<file path="src/rtl/slave_reg.sv">
// slave_reg: responder end of the bus register protocol.
//
// Accepts write address / write data / read address transactions, commits
// writes into a local register file and returns write responses and read
// data. Write and read channels are independent and may run concurrently.
//
// Optional feature macro: SLAVE_REG_STRB_EN
//   defined   -> write_strb port present, commit updates only enabled lanes
//   undefined -> no write_strb port, every commit writes the full word
//
// Ports:
//   clk, rst                     bus clock, asynchronous active-high reset
//   write_addr/_valid/_ready     write address channel
//   write_data/_strb/_valid/_ready  write data channel
//   write_resp/_valid/_ready     write response channel (00 OKAY, 10 SLVERR)
//   read_addr/_valid/_ready      read address channel
//   read_data/read_resp/read_data_valid/read_data_ready  read data channel
module slave_reg #(
  parameter int unsigned ADDR_WIDTH = 8,
  parameter int unsigned DATA_WIDTH = 32,
  parameter int unsigned NUM_REGS   = 16
) (
  input  logic                    clk,
  input  logic                    rst,
  input  logic [ADDR_WIDTH-1:0]   write_addr,
  input  logic                    write_addr_valid,
  output logic                    write_addr_ready,
  input  logic [DATA_WIDTH-1:0]   write_data,
`ifdef SLAVE_REG_STRB_EN
  input  logic [DATA_WIDTH/8-1:0] write_strb,
`endif
  input  logic                    write_valid,
  output logic                    write_ready,
  output logic [1:0]              write_resp,
  output logic                    write_resp_valid,
  input  logic                    write_resp_ready,
  input  logic [ADDR_WIDTH-1:0]   read_addr,
  input  logic                    read_addr_valid,
  output logic                    read_addr_ready,
  output logic [DATA_WIDTH-1:0]   read_data,
  output logic [1:0]              read_resp,
  output logic                    read_data_valid,
  input  logic                    read_data_ready
);

  localparam int unsigned NBYTES = DATA_WIDTH / 8;
  localparam int unsigned LSB    = (NBYTES > 1) ? $clog2(NBYTES) : 0;
  localparam int unsigned IDX_W  = (NUM_REGS > 1) ? $clog2(NUM_REGS) : 1;

  localparam logic [1:0] RESP_OKAY   = 2'b00;
  localparam logic [1:0] RESP_SLVERR = 2'b10;

  typedef enum logic {W_IDLE, W_RESP} wstate_t;
  typedef enum logic {R_IDLE, R_DATA} rstate_t;

  wstate_t wstate;
  rstate_t rstate;

  logic [DATA_WIDTH-1:0] regs [NUM_REGS];

  // Write-side holding registers: address and data arrive independently.
  logic                  aw_held;
  logic                  w_held;
  logic [ADDR_WIDTH-1:0] addr_hold;
  logic [DATA_WIDTH-1:0] data_hold;
`ifdef SLAVE_REG_STRB_EN
  logic [NBYTES-1:0]     strb_hold;
  logic [NBYTES-1:0]     strb_eff;
`endif

  logic                  aw_hs;
  logic                  w_hs;
  logic                  r_hs;
  logic                  commit;
  logic [ADDR_WIDTH-1:0] addr_eff;
  logic [DATA_WIDTH-1:0] data_eff;
  logic [ADDR_WIDTH-1:0] w_word;
  logic                  w_in_range;
  logic [IDX_W-1:0]      w_sel;
  logic [DATA_WIDTH-1:0] wmask;
  logic [DATA_WIDTH-1:0] new_word;
  logic [ADDR_WIDTH-1:0] r_word;
  logic                  r_in_range;
  logic [IDX_W-1:0]      r_sel;
  logic [DATA_WIDTH-1:0] r_value;

  assign aw_hs = write_addr_valid && write_addr_ready;
  assign w_hs  = write_valid && write_ready;
  assign r_hs  = read_addr_valid && read_addr_ready;

  // A freshly handshaken beat is used directly so the commit lands on the
  // same edge as the second of the two captures.
  assign addr_eff = aw_held ? addr_hold : write_addr;
  assign data_eff = w_held  ? data_hold : write_data;
`ifdef SLAVE_REG_STRB_EN
  assign strb_eff = w_held  ? strb_hold : write_strb;
`endif

  assign commit = (wstate == W_IDLE) && (aw_held || aw_hs) && (w_held || w_hs);

  // Word index decode; sub-word address bits are discarded by the shift.
  assign w_word     = addr_eff >> LSB;
  assign w_in_range = 32'(w_word) < NUM_REGS;
  assign w_sel      = w_word[IDX_W-1:0];

  assign r_word     = read_addr >> LSB;
  assign r_in_range = 32'(r_word) < NUM_REGS;
  assign r_sel      = r_word[IDX_W-1:0];
  assign r_value    = r_in_range ? regs[r_sel] : '0;

  // Byte-lane write mask.
  always_comb begin
    wmask = '1;
`ifdef SLAVE_REG_STRB_EN
    for (int b = 0; b < int'(NBYTES); b++) begin
      wmask[8*b +: 8] = {8{strb_eff[b]}};
    end
`endif
  end

  assign new_word = (regs[w_sel] & ~wmask) | (data_eff & wmask);

  // Register file.
  always_ff @(posedge clk or posedge rst) begin
    if (rst) begin
      for (int i = 0; i < int'(NUM_REGS); i++) begin
        regs[i] <= '0;
      end
    end else if (commit && w_in_range) begin
      regs[w_sel] <= new_word;
    end
  end

  // Write FSM: collect address and data, commit, hold response until taken.
  always_ff @(posedge clk or posedge rst) begin
    if (rst) begin
      wstate           <= W_IDLE;
      write_addr_ready <= 1'b0;
      write_ready      <= 1'b0;
      write_resp_valid <= 1'b0;
      write_resp       <= RESP_OKAY;
      aw_held          <= 1'b0;
      w_held           <= 1'b0;
      addr_hold        <= '0;
      data_hold        <= '0;
`ifdef SLAVE_REG_STRB_EN
      strb_hold        <= '0;
`endif
    end else begin
      case (wstate)
        W_IDLE: begin
          if (commit) begin
            wstate           <= W_RESP;
            write_resp_valid <= 1'b1;
            write_resp       <= w_in_range ? RESP_OKAY : RESP_SLVERR;
            write_addr_ready <= 1'b0;
            write_ready      <= 1'b0;
            aw_held          <= 1'b0;
            w_held           <= 1'b0;
          end else begin
            if (aw_hs) begin
              aw_held   <= 1'b1;
              addr_hold <= write_addr;
            end
            if (w_hs) begin
              w_held    <= 1'b1;
              data_hold <= write_data;
`ifdef SLAVE_REG_STRB_EN
              strb_hold <= write_strb;
`endif
            end
            // Each ready stays low once its own beat is held.
            write_addr_ready <= !(aw_held || aw_hs);
            write_ready      <= !(w_held || w_hs);
          end
        end
        W_RESP: begin
          if (write_resp_ready) begin
            wstate           <= W_IDLE;
            write_resp_valid <= 1'b0;
            write_addr_ready <= 1'b1;
            write_ready      <= 1'b1;
          end
        end
        default: wstate <= W_IDLE;
      endcase
    end
  end

  // Read FSM: capture data on the address handshake, hold until taken.
  always_ff @(posedge clk or posedge rst) begin
    if (rst) begin
      rstate          <= R_IDLE;
      read_addr_ready <= 1'b0;
      read_data_valid <= 1'b0;
      read_data       <= '0;
      read_resp       <= RESP_OKAY;
    end else begin
      case (rstate)
        R_IDLE: begin
          if (r_hs) begin
            rstate          <= R_DATA;
            read_data       <= r_value;
            read_resp       <= r_in_range ? RESP_OKAY : RESP_SLVERR;
            read_data_valid <= 1'b1;
            read_addr_ready <= 1'b0;
          end else begin
            read_addr_ready <= 1'b1;
          end
        end
        R_DATA: begin
          if (read_data_ready) begin
            rstate          <= R_IDLE;
            read_data_valid <= 1'b0;
            read_addr_ready <= 1'b1;
          end
        end
        default: rstate <= R_IDLE;
      endcase
    end
  end

endmodule

</file>
<file path="config.mk">
export PLATFORM = sky130hd
export DESIGN_NAME = slave_reg
export DESIGN_NICKNAME = d
export VERILOG_FILES = /design/src/rtl/slave_reg.sv
export SDC_FILE = /design/constraint.sdc
export NUM_CORES = 1
export LEC_CHECK = 0
export ABC_AREA = 1
export CAP_MARGIN = 20
export CORE_ASPECT_RATIO = 2
export CORE_MARGIN = 3
export CORE_UTILIZATION = 40
export DETAILED_ROUTE_END_ITERATION = 8
export PLACE_DENSITY_LB_ADDON = 0.2
export SYNTH_ARGS = -nofsm -noshare
export SYNTH_HDL_FRONTEND = slang
export SYNTH_SLANG_ARGS = --single-unit
</file>
<file path="constraint.sdc">
create_clock -name clk -period 19.9 [get_ports clk]
set_clock_uncertainty 0.15 [all_clocks]
set_input_delay 3.98 -clock clk [delete_from_list [all_inputs] [get_ports clk]]
set_output_delay 3.98 -clock clk [all_outputs]
set_load 0.005 [all_outputs]
</file>
==> key figures <==
Yosys
  • Fraction of registers with async set/reset: 100%
  • Synth Cell Area: ~30000 sq um
  • Post-synth EDFFs: 0
  • Netlist cell types: 20
  • Seq/Total Area, Yosys: about 50%
  • Mapped Cells: between 4000 and 5000
  • Synth area leader: dfrtp_1
  • Top cells by area, synth: dfrtp_1 (50%), nand2_1 (24%), nand3_1 (15%), inv_1 (5.5%), clkbuf_1 (2.6%)
  • Synth top area share: 49.5%
  • Yosys reg bits: 593
  • Synthesis Warnings: 0
  • Synth Area per Inst: 7.04 sq um
  • Dominant synthesized flop cell: dfrtp_1

Clocking
  • Clock latency on the worst-skew pair: 0.61 ns
  • Post-CTS sizing: 0
  • H-tree Lvls: 2
  • CTS buffer count: 56
  • Hold-fix buffers, CTS: 0
  • CTS tree: yes
  • Clock Path Buffers: 3
  • Root Driver: clkbuf_16
  • Clk sinks: 593
  • Clk pin slew, worst setup/hold paths: 0.06 ns
  • Post-CTS Setup Inserts: 0

Pwr
  • Sw Share: 38.0%
  • Sequential share of power: a little over two fifths
  • Switching pwr: 1.72 mW
  • Comb power frac: 32.0%
  • Power Dens Cells: 135 nW/um^2
  • Final Power: 4.53 mW
  • Worst VDD drop: 99.7 uV
  • Clock power share: 25.2%
  • Cell Int Power: 2.81 mW
  • Lkg Pwr: 18.2 nW

Critical path
  • CP endpoint kind: register
  • Buf+Inv Stages, Crit Path: 2
  • CP max FO: 87
  • Startpoint Class: primary input
  • Kind of critical path: in -> reg
  • Crit-path most repeated cell: nand2_1
  • Worst Path Required: 20.23 ns
  • FF-to-FF Start: aw_held$_DFFE_PP0P_
  • Top delay family on crit path: simple AND/OR/NAND/NOR gates
  • Critical-path cell list: clkdlybuf4s50_1 -> a21oi_1 -> nor2_1 -> nand2_1 -> nor2_4 -> buf_4 -> nand2_2 -> nand2_1 -> nand2_1
  • CP peak stage delay: 0.96 ns
  • Worst EP arrival: 7.88 ns
  • Worst R2R Path Depth: 8
  • FF-to-FF setup slack: 15.61 ns
  • Worst r2r dst: regs[466]$_DFFE_PP0P_
  • Max stage delay cell, worst path: nand2_2

Finish
  • P&R area growth vs syn: 12.0%
  • Layout cell share with drive strength beyond 1: 5.34%
  • Commonest cells after routing, fill and taps aside: nand2_1 (1889), nand3_1 (897), dfrtp_1 (592)
  • # diodes: 0
  • Net count, final: 4229
  • Most common cell after layout, fill and taps aside: nand2_1

Outcome
  • Outcome: completed

GRT
  • Antenna violations before repair: 0
  • Largest net degree at the start of global routing: 161
  • Vias in the first global route: 25900
  • First-pass GRT wire length: between 150000 and 200000 um
  • Total GRT Usage: 26.3%
  • Total global routing overflow: 0

Drt
  • DR vias/cell: 5.26
  • DR pass1 iterations: 7
  • Final ANT Viol Nets: 0
  • Post-route DRC: 0
  • DR iter-0 viols: approximately 2900
  • Vias post-DR: ~27000
  • Wire per inst: 19.9 um
  • WL final: 103000 um

STA
  • # setup viols final: 0
  • RSZ-0062 raised after global routing: false
  • Worst Hold Margin: 0.318 ns
  • Final Cycle Share: between 30% and 40%
  • Final Hold Viols: 0
  • Worst slew pin tran: 1.18 ns
  • Slew Viols, Final: 0
  • Minimum clock period after layout: 7.54 ns
  • Final Worst Setup Slack: 12.36 ns
  • F_max: 0.133 GHz
  • Setup TNS: 0 ns
  • Slew Limit Headroom: 21.3%

Floorplan
  • Die area: 78400 sq um
  • Core Area: 74100 sq um
  • I/O pins: 96
  • DIE HEIGHT: between 300 and 400 um
  • Std-Cell Rows: 141
  • Die X: 200 um
  • Initial Util: 40.4%

Hold path
  • Worst Hold Class: reg -> reg
  • Hold Path Sink: regs[231]$_DFFE_PP0P_
  • HP Start: regs[231]$_DFFE_PP0P_
  • Hold path depth: 2

Flow run
  • Max_cap viols: 0

Placed design
  • GPL Wtd Cong: about 0.76
  • Setup WS pre-CTS: 11.47 ns
  • Count of buffers from port buffering: 89
  • DP Wirelength: 52300 um
-- worst reg2reg max path: cells and delay by family, from the launching register on --
family | cells | cell delay [ns]
buf+inv | 1 | 0.88
compound gates | 1 | 0.15
flops | 1 | 0.56
simple gates | 6 | 2.43
-- worst max path at each step --
stage	startpoint	to	slack, ns	depth (start not counted)
floorplan	rst	addr_hold[2]$_DFFE_PP0P_	7.68	1
global placement	write_addr_valid	regs[498]$_DFFE_PP0P_	11.51	9
detailed placement	write_addr_valid	regs[501]$_DFFE_PP0P_	11.47	9
CTS	write_addr_valid	regs[499]$_DFFE_PP0P_	12.12	9
global route	write_addr_valid	regs[478]$_DFFE_PP0P_	12.07	9
finish	write_addr_valid	regs[466]$_DFFE_PP0P_	12.36	9
-- registers in the layout (all words and copies together), names as in the netlist --
name,count
read_data,32
write_resp,1
read_addr_ready,1
wstate,1
read_resp,1
rstate,1
data_hold,32
read_data_valid,1
w_held,1
write_addr_ready,1
addr_hold,6
regs,512
write_ready,1
write_resp_valid,1
aw_held,1
-- synth_stat cells, types with 2 or more instances --
| cell type | number |
|---|---|
| a21oi_1 | 2 |
| buf_1 | 21 |
| buf_2 | 80 |
| buf_4 | 4 |
| clkbuf_1 | 209 |
| dfrtp_1 | 593 |
| inv_1 | 438 |
| inv_2 | 3 |
| nand2_1 | 1906 |
| nand3_1 | 898 |
| nor2_1 | 21 |
| o21ai_0 | 41 |
| o21ai_1 | 36 |
-- layout make-up --
| type | count | area, sq um |
|---|---|---|
| multi-input combinational | 2912 | 12400 |
| sequential | 593 | 14800 |
| tap | 929 | 1160 |
| clock inverter | 12 | 191 |
| inverter | 441 | 1670 |
| fill | 7641 | 40500 |
| clock buffer | 87 | 1730 |
| timing repair buffer | 170 | 1600 |
-- layer usage --
| layer | up-vias | share of wire [%] | global-route usage (%) |
|---|---|---|---|
| met5 | - | 0 | 0 |
| met4 | 0 | 3.8 | 9.49 |
| met3 | 208 | 6.1 | 2.86 |
| met2 | 914 | 50 | 45.4 |
| met1 | 13000 | 40 | 34.0 |
| li1 | 12900 | - | - |
-- power groups by stage --
stage | registers [mW] | logic (mW) | clock network (mW)
6_report | 1.94 | 1.45 | 1.14
5_1_grt | 2.00 | 1.66 | 1.21
4_1_cts | 1.93 | 1.44 | 1.17
3_5_place_dp | 1.95 | 1.44 | 0
3_3_place_gp | 1.94 | 1.41 | 0
2_1_floorplan | 1.91 | 0.994 | 0
-- per-stage QoR --
step	utilization (%)	cells	area, sq um
after global placement	42.5	5034	31500
after floorplan	-	4260	30000
after CTS	45.2	5139	33500
after detailed placement	42.6	5040	31600
final	45.3	5144	33600
after global routing	45.3	5144	33600
-- cells by family after synthesis --
| family | count (synthesis) | synth area share [%] |
|---|---|---|
| and+or+nand+nor | 2829 | 39.2 |
| buffers and inverters | 755 | 9.84 |
| DFF | 593 | 49.5 |
| AOI/OAI and AO/OA | 81 | 1.38 |
| other | 1 | 0.0125 |
Note: power is estimated with default switching activity, not from simulation.
